**config.mk**
```make
export PLATFORM = sky130hd
export DESIGN_NAME = fc_argmax
export DESIGN_NICKNAME = d
export VERILOG_FILES = /design/src/rtl/fc_argmax.sv
export SDC_FILE = /design/constraint.sdc
export NUM_CORES = 1
export LEC_CHECK = 0
export CORE_ASPECT_RATIO = 0.6
export CORE_MARGIN = 5
export CORE_UTILIZATION = 45
export CTS_CLUSTER_DIAMETER = 120
export DETAILED_ROUTE_END_ITERATION = 10
export HOLD_SLACK_MARGIN = 0.08
export PLACE_DENSITY = 0.77
export SETUP_SLACK_MARGIN = 0.15
export SLEW_MARGIN = 5
export SYNTH_ARGS = -nofsm -noshare
export SYNTH_HDL_FRONTEND = slang
export SYNTH_SLANG_ARGS = --single-unit
```
**constraint.sdc**
```tcl
create_clock -name clk -period 14 [get_ports clk]
set_clock_uncertainty 0.1 [all_clocks]
set_input_delay 3.5 -clock clk [delete_from_list [all_inputs] [get_ports clk]]
set_output_delay 3.5 -clock clk [all_outputs]
set_load 0.03 [all_outputs]
```
**src/rtl/fc_argmax.sv**
```systemverilog
// Argmax classifier behind the fully-connected layer: captures all scores on a
// start edge, scans them one per clock and reports the index and value of the largest.
module fc_argmax #(
  parameter int data_width  = 16,
  parameter int numofoutput = 10,
  parameter int idx_width   = 4
) (
  input  logic                              clk,
  input  logic                              rst,
  input  logic [numofoutput*data_width-1:0] f_fc,
  input  logic                              start_flag,
  output logic [idx_width-1:0]              class_idx,
  output logic [data_width-1:0]             max_val,
  output logic                              busy,
  output logic                              over_flag
);

  typedef enum logic [1:0] {
    IDLE = 2'd0,
    SCAN = 2'd1,
    DONE = 2'd2
  } state_t;

  localparam logic [idx_width-1:0] IDX_LAST = idx_width'(numofoutput - 1);

  state_t                        state_r, state_s;
  logic                          start_q_r;
  logic                          start_rise_s;
  logic [idx_width-1:0]          cnt_r, cnt_s;
  logic signed [data_width-1:0]  best_r, best_s;
  logic [idx_width-1:0]          best_idx_r, best_idx_s;
  logic signed [data_width-1:0]  bank_r [numofoutput];
  logic signed [data_width-1:0]  bank_s [numofoutput];
  logic [idx_width-1:0]          class_idx_r, class_idx_s;
  logic signed [data_width-1:0]  max_val_r, max_val_s;
  logic                          busy_r, busy_s;
  logic                          over_flag_r, over_flag_s;
  logic signed [data_width-1:0]  cand_s;
  logic                          gt_s;

  assign start_rise_s = start_flag & ~start_q_r;
  // cnt_r never leaves 0..numofoutput-1, so this read is always in range
  assign cand_s       = bank_r[cnt_r];
  assign gt_s         = cand_s > best_r;

  // Next-state and datapath decisions for the scan FSM
  always_comb begin
    state_s     = state_r;
    cnt_s       = cnt_r;
    best_s      = best_r;
    best_idx_s  = best_idx_r;
    bank_s      = bank_r;
    class_idx_s = class_idx_r;
    max_val_s   = max_val_r;
    busy_s      = busy_r;
    over_flag_s = 1'b0;
    case (state_r)
      IDLE: begin
        if (start_rise_s) begin
          for (int k = 0; k < numofoutput; k++) begin
            bank_s[k] = f_fc[k*data_width +: data_width];
          end
          best_s     = f_fc[data_width-1:0];
          best_idx_s = '0;
          cnt_s      = idx_width'(1);
          state_s    = SCAN;
          busy_s     = 1'b1;
        end else begin
          busy_s     = 1'b0;
        end
      end
      SCAN: begin
        // Strict compare keeps the lowest index on ties
        if (gt_s) begin
          best_s     = cand_s;
          best_idx_s = cnt_r;
        end else begin
          best_s     = best_r;
          best_idx_s = best_idx_r;
        end
        if (cnt_r == IDX_LAST) begin
          cnt_s       = '0;
          state_s     = DONE;
          class_idx_s = gt_s ? cnt_r : best_idx_r;
          max_val_s   = gt_s ? cand_s : best_r;
          over_flag_s = 1'b1;
        end else begin
          cnt_s       = cnt_r + idx_width'(1);
          state_s     = SCAN;
        end
      end
      DONE: begin
        state_s = IDLE;
        busy_s  = 1'b0;
      end
      default: begin
        state_s = IDLE;
        cnt_s   = '0;
        busy_s  = 1'b0;
      end
    endcase
  end

  // State and output registers
  always_ff @(posedge clk or posedge rst) begin
    if (rst) begin
      state_r     <= IDLE;
      start_q_r   <= 1'b0;
      cnt_r       <= '0;
      best_r      <= '0;
      best_idx_r  <= '0;
      class_idx_r <= '0;
      max_val_r   <= '0;
      busy_r      <= 1'b0;
      over_flag_r <= 1'b0;
      for (int k = 0; k < numofoutput; k++) begin
        bank_r[k] <= '0;
      end
    end else begin
      state_r     <= state_s;
      start_q_r   <= start_flag;
      cnt_r       <= cnt_s;
      best_r      <= best_s;
      best_idx_r  <= best_idx_s;
      class_idx_r <= class_idx_s;
      max_val_r   <= max_val_s;
      busy_r      <= busy_s;
      over_flag_r <= over_flag_s;
      bank_r      <= bank_s;
    end
  end

  assign class_idx = class_idx_r;
  assign max_val   = max_val_r;
  assign busy      = busy_r;
  assign over_flag = over_flag_r;

endmodule

```
==> results of run 1 <==
==> synthesized netlist by cell type (2+ instances only) <==
cell type  number
dfrtp_1       209
a221o_1        16
clkbuf_1       36
a221oi_1       16
o22ai_1        18
nor2_1         44
a22o_2          4
nand3_1         2
mux2i_1        64
mux2_2        176
ha_1           16
buf_1           5
o21ai_0        51
nand2_1        14
buf_6           2
inv_1          35
nand2b_1        4
nand4_1         5
buf_2          10
o31ai_1         2
and2_1         16
a21oi_1        25
==> power by group <==
part,leakage [nW],internal [W],switching [W]
logic,2.47,0.000640,0.000797
registers,2.52,0.000906,0.000170
clock network,0.310,0.000304,0.000229
total,5.30,0.00185,0.00120
==> cells by family after synthesis <==
group,Yosys count,synth area share (%)
buffers and inverters,89,3.69
AOI/OAI and AO/OA,146,10.1
and+or+nand+nor,91,4.35
DFF,209,53.2
adders and majority gates,16,2.04
muxes,240,26.7
==> layer usage <==
metal	up-vias	GRT usage (%)	part of all wire [%]
met2	266	28.4	39
met3	34	5.83	8.6
met1	3459	35.3	51
li1	3187	-	-
met5	-	0	0
met4	0	3.76	1.4
==> cells in the final DEF, fill, tap and decap left out, types with 2 or more instances in the layout <==
master	instances
a21oi_1	25
a221o_1	16
a221oi_1	16
a22o_2	4
and2_1	16
buf_4	8
clkbuf_1	6
clkbuf_16	21
clkbuf_8	2
clkdlybuf4s50_1	184
clkinv_2	3
dfrtp_1	207
dfrtp_2	2
ha_1	16
inv_1	34
mux2_2	176
mux2i_1	64
nand2_1	14
nand2b_1	4
nand3_1	2
nand4_1	5
nor2_1	44
o21ai_0	51
o22ai_1	18
o31ai_1	2
==> worst max path at each step <==
stage,from,to,slack (ns),cells after the start
final,start_flag,bank_r[137],8.24,6
after global routing,start_flag,bank_r[159],8.15,6
after CTS,start_flag,bank_r[10],8.28,6
after detailed placement,start_flag,bank_r[10],7.75,6
after global placement,start_flag,bank_r[6],7.77,6
after floorplan,rst,bank_r[0],4.69,1
==> layout make-up <==
class | count | area, um2 | share of cell area, %
clock inverters | 5 | 53.8 | 0.431
flip-flops and latches | 209 | 5230 | 41.9
clock buffers | 29 | 576 | 4.61
multi-input cells | 493 | 4240 | 34.0
repair buffers | 192 | 1900 | 15.2
well taps | 279 | 349 | 2.79
inverters | 35 | 139 | 1.11
==> per-stage QoR <==
stage	hold WS (ns)	std cells	utilization [%]	power (W)	cell area, um2
after CTS	0.373	1242	58.8	0.00304	12500
after floorplan	0.359	791	-	0.00206	9830
after global routing	0.410	1242	58.8	0.00323	12500
final	0.374	1242	58.8	0.00305	12500
after global placement	0.357	1208	55.9	0.00246	11900
after detailed placement	0.359	1208	55.9	0.00250	11900
==> worst max-delay path, cell delays in order <==
cell	delay, ns
clkdlybuf4s50_1	0.47
nand2b_1	0.11
nor3_2	0.15
buf_4	0.59
buf_4	0.73
mux2_2	0.41
==> state kept, by name, indices dropped and copies added (netlist names) <==
| name | flops |
|---|---|
| cnt_r | 4 |
| bank_r | 160 |
| best_r | 16 |
| start_q_r | 1 |
| max_val | 16 |
| best_idx_r | 4 |
| busy | 1 |
| state_r | 2 |
| over_flag | 1 |
| class_idx | 4 |
==> summary.txt, run 1 <==
hold path start: class_idx[2]
ANT cells: 0
clock sinks: 209
period utilisation layout: 41.1%
Starting Density: 46.3%
# rows: 41
TritonRoute pass-1 iters: 5
reg2reg end: best_r[12]
reg2reg setup slack: 8.81 ns
asr flop ratio synth: 100%
Mapped Nets: 970
Clock Tree Buf Depth: 3
Synth Register Bits: 209
R2R cell count: 12
EDFF count, synth: 0
status: completed
Final HPWL DP: 20,100 um
chip height: 124 um
Final TNS setup: 0 ns
Wirelength per Cell: 22.2 um
H-Tree Depth: 1
GPL Wtd Cong: 0.892
Layout area overhead: 27.1%
Least-Margin Pin Slew: 1.07 ns
f_max: 174 MHz
Clock Pin Slew Worst Setup and Hold Paths: 0.06 ns
Max-Cap Viols: 0
CP Capture Type: register
clk_lat worst skew: 0.50 ns
CTS tree: done
DIE AREA: 25,000 um2
top cells by area in the synthesized netlist: dfrtp_1, mux2_2, mux2i_1
synthesized area: 9830 um2
Post-DRT Antenna Nets: 0
Total Routing Usage GR: 21.6%
hold_buf cts: 0
Crit path arrival time: 6.04 ns
largest net degree at the start of global routing: 147
post-synthesis sequential area ratio: 53.2%
warnings from Yosys: 0
critical path startpoint category: input port
CTS root buffer: clkbuf_16
Worst VDD drop: 0.126 mV
final hold violations: 0
first-pass GRT wire length: 42,700 um
Yosys cell types: 43
IO Count: 185
vias per cell: 5.59
post-synth top area cell: dfrtp_1
WL final: 27,600 um
initial drt markers: 602
GRT overflow: 0
vias in the first global route: 7,072
Final WS setup: 8.24 ns
drc violations: 0
Main synth FF type: dfrtp_1
syn_area_per_cell: 12.4 um2
shortest period the worst path allows: 5.76 ns
initial antenna violation count: 0
share of cells above drive strength 1: 24.0%
vias: 6,946
post-place setup slack: 7.75 ns
Port Buffers: 184
DIE WIDTH: 201 um
Post-Syn Instances: 791
Slew HR: 28.5%
post-cts sizing count: 0
FF-to-FF Start: cnt_r[3]
Setup Viol. Count Final: 0
core area: 21,200 um2
total CTS buffers: 20
layout filler cell count: 1,757
critical path class: in2reg
Hold Path End: class_idx[2]
max-slew violation count: 0
RSZ-0062 raised after global routing: no
P_leak: 5.30 nW
Post-CTS Setup Bufs: 0
Hold WC Path Type: reg2reg
power per cell area: 244 nW/um2
Worst EP required: 14.28 ns
share of the synthesized area in the top cell type: 53.2%
nets: 1,130
Hold Path Depth: 2
CP max FO: 62
No activity file was read; power rests on OpenSTA's default activity.
==> run 2: changes to the inputs <==
==> constraint.sdc (replaced) <==
create_clock -name clk -period 6 [get_ports clk]
set_clock_uncertainty 0.1 [all_clocks]
set_input_delay 1.5 -clock clk [delete_from_list [all_inputs] [get_ports clk]]
set_output_delay 1.5 -clock clk [all_outputs]
set_load 0.03 [all_outputs]
==> run 2 against run 1 <==
Via count up 3.9%; sequential power is 140% higher; non-clock buffer count grew 3; flip-flop and latch count unchanged.
==> summary.txt, run 2 (synthesis gave the netlist of run 1 again) <==
commonest non-fill, non-tap cell in the layout: dfrtp_1
power per cell area: 578 nW/um2 (+140%)
DIE WIDTH: 201 um (unchanged)
CP max FO: 32 (-48%)
critical path startpoint category: register
Total Routing Usage GR: 22.0% (+0.41 points)
shortest period the worst path allows: 4.96 ns
Crit path arrival time: 5.18 ns (-0.86 ns)
DP Area: 11,900 um2 (+0.37%)
Hold Path Depth: 2 (unchanged)
layout filler cell count: 1,723 (-1.9%)
Clock Pin Slew Worst Setup and Hold Paths: 0.07 ns (about the same)
Least-Margin Pin Slew: 1.03 ns (-0.0432 ns)
critical path class: reg2reg
largest net degree at the start of global routing: 179 (+22%)
clk_lat worst skew: 0.50 ns (about the same)
Wirelength per Cell: 22.7 um (+2.4%)
clock sinks: 209 (unchanged)
chip height: 124 um (unchanged)
f_max: 202 MHz
period utilisation layout: 82.7%
P_int: 0.00440 W (+140%)
drc violations: 0 (unchanged)
Port Buffers: 184 (unchanged)
Worst VDD drop: 0.418 mV (+230%)
Max-Cap Viols: 0 (unchanged)
DIE AREA: 25,000 um2 (unchanged)
ANT cells: 0 (unchanged)
status: completed
Final HPWL DP: 20,900 um (+4.1%)
Post-CTS Setup Bufs: 0 (unchanged)
Post-DRT Antenna Nets: 0 (unchanged)
total CTS buffers: 20 (unchanged)
final hold violations: 0 (unchanged)
Final TNS setup: 0 ns (unchanged)
IO Count: 185 (unchanged)
max-slew violation count: 0 (unchanged)
Inst Count DP: 1,211 (+0.25%)
Layout area overhead: 28.1%
Clock Tree Buf Depth: 3 (unchanged)
Slew HR: 31.3% (+2.9 points)
Hold WC Path Type: reg2reg
sw power: 0.00287 W (+140%)
Worst EP required: 6.21 ns (-8.07 ns)
GPL Wtd Cong: 0.974 (+9.2%)
final non-filler cell total: 1,246 (+0.32%)
logic gate share of total power: 47.0% (-0.2 points)
post-cts sizing count: 0 (unchanged)
share of cells above drive strength 1: 24.7% (+0.73 points)
Starting Density: 46.3% (unchanged)
R2R cell count: 12 (unchanged)
Power Total: 0.00728 W (+140%)
design area: 12,600 um2 (+0.76%)
max reg flops: 160 (unchanged)
# rows: 41 (unchanged)
first-pass GRT wire length: 43,700 um (+2.3%)
Clk network pwr share: 18.0% (+0.5 points)
nets: 1,133 (+0.27%)
initial antenna violation count: 1 (+1)
vias in the first global route: 7,261 (+2.7%)
RSZ-0062 raised after global routing: no
P_leak: 5.34 nW (+0.80%)
vias: 7,216 (+3.9%)
H-Tree Depth: 1 (unchanged)
core area: 21,200 um2 (unchanged)
TritonRoute pass-1 iters: 6 (+1)
commonest non-fill, non-tap cells in the layout: dfrtp_1, clkdlybuf4s50_1, mux2_2, mux2i_1, o21ai_0
Setup Viol. Count Final: 0 (unchanged)
GRT overflow: 0 (unchanged)
CTS tree: done
Seq pwr share: 35.0% (-0.3 points)
post-layout util: 59.3% (+0.45 points)
hold_buf cts: 0 (unchanged)
initial drt markers: 830 (+38%)
WL final: 28,300 um (+2.7%)
CTS root buffer: clkbuf_16
CP Capture Type: register
vias per cell: 5.79 (+3.6%)
switching share of total power: 39.5% (+0.23 points)
Biggest register: bank_r
-- run 2: power groups by stage --
stage / Combinational (W) / Clock [W] / Sequential, W
after global routing: 0.00366 / 0.00139 / 0.00263
after detailed placement: 0.00333 / 0 / 0.00257
final: 0.00342 / 0.00131 / 0.00254
after CTS: 0.00335 / 0.00134 / 0.00254
after global placement: 0.00326 / 0 / 0.00254
after floorplan: 0.00228 / 0 / 0.00253
-- run 2: final timing paths --
| check | startpoint | end | slack [ns] |
|---|---|---|---|
| min in group asynchronous | rst | bank_r[6] | 1.28 |
| min | class_idx[1] | class_idx[1] | 0.39 |
| max reg2reg | cnt_r[3] | max_val[8] | 1.04 |
| max | cnt_r[3] | max_val[8] | 1.04 |
| max in group asynchronous | rst | bank_r[95] | 3.50 |
| min reg2reg | class_idx[1] | class_idx[1] | 0.39 |
-- run 2: critical path, stage by stage, from the launching register on --
cell and delay [ns]:
dfrtp_2 0.66, nand2b_1 0.84, o21ai_0 0.29, o21ai_0 0.51, inv_1 0.14, ha_1 0.33
a41o_1 0.23, a21oi_1 0.13, o22ai_1 0.11, o31ai_2 0.47, a21oi_1 0.14, buf_4 0.22
a221oi_1 0.61
-- run 2: metal layers --
metal	track usage, %	wire [um]	vias to the layer above
li1	-	-	3192
met1	35.7	13800	3624
met2	30.1	11400	358
met3	5.75	2740	40
met4	2.43	366	2
met5	0	13	-
-- run 2: through the flow --
step | setup slack [ns] | hold slack (ns)
global route | 1.02 | 0.416
detailed placement | 1.37 | 0.371
CTS | 1.35 | 0.395
finish | 1.04 | 0.390
floorplan | 1.69 | 0.359
global placement | 1.36 | 0.361
-- run 2: layout make-up --
cell class,instances,area (um2),area share (%)
multi-input combinational,493,4240,33.7
inverter,35,135,1.07
clock inverter,8,92.6,0.735
sequential,209,5230,41.6
tap,279,349,2.77
clock buffer,27,588,4.67
timing repair buffer,195,1950,15.5
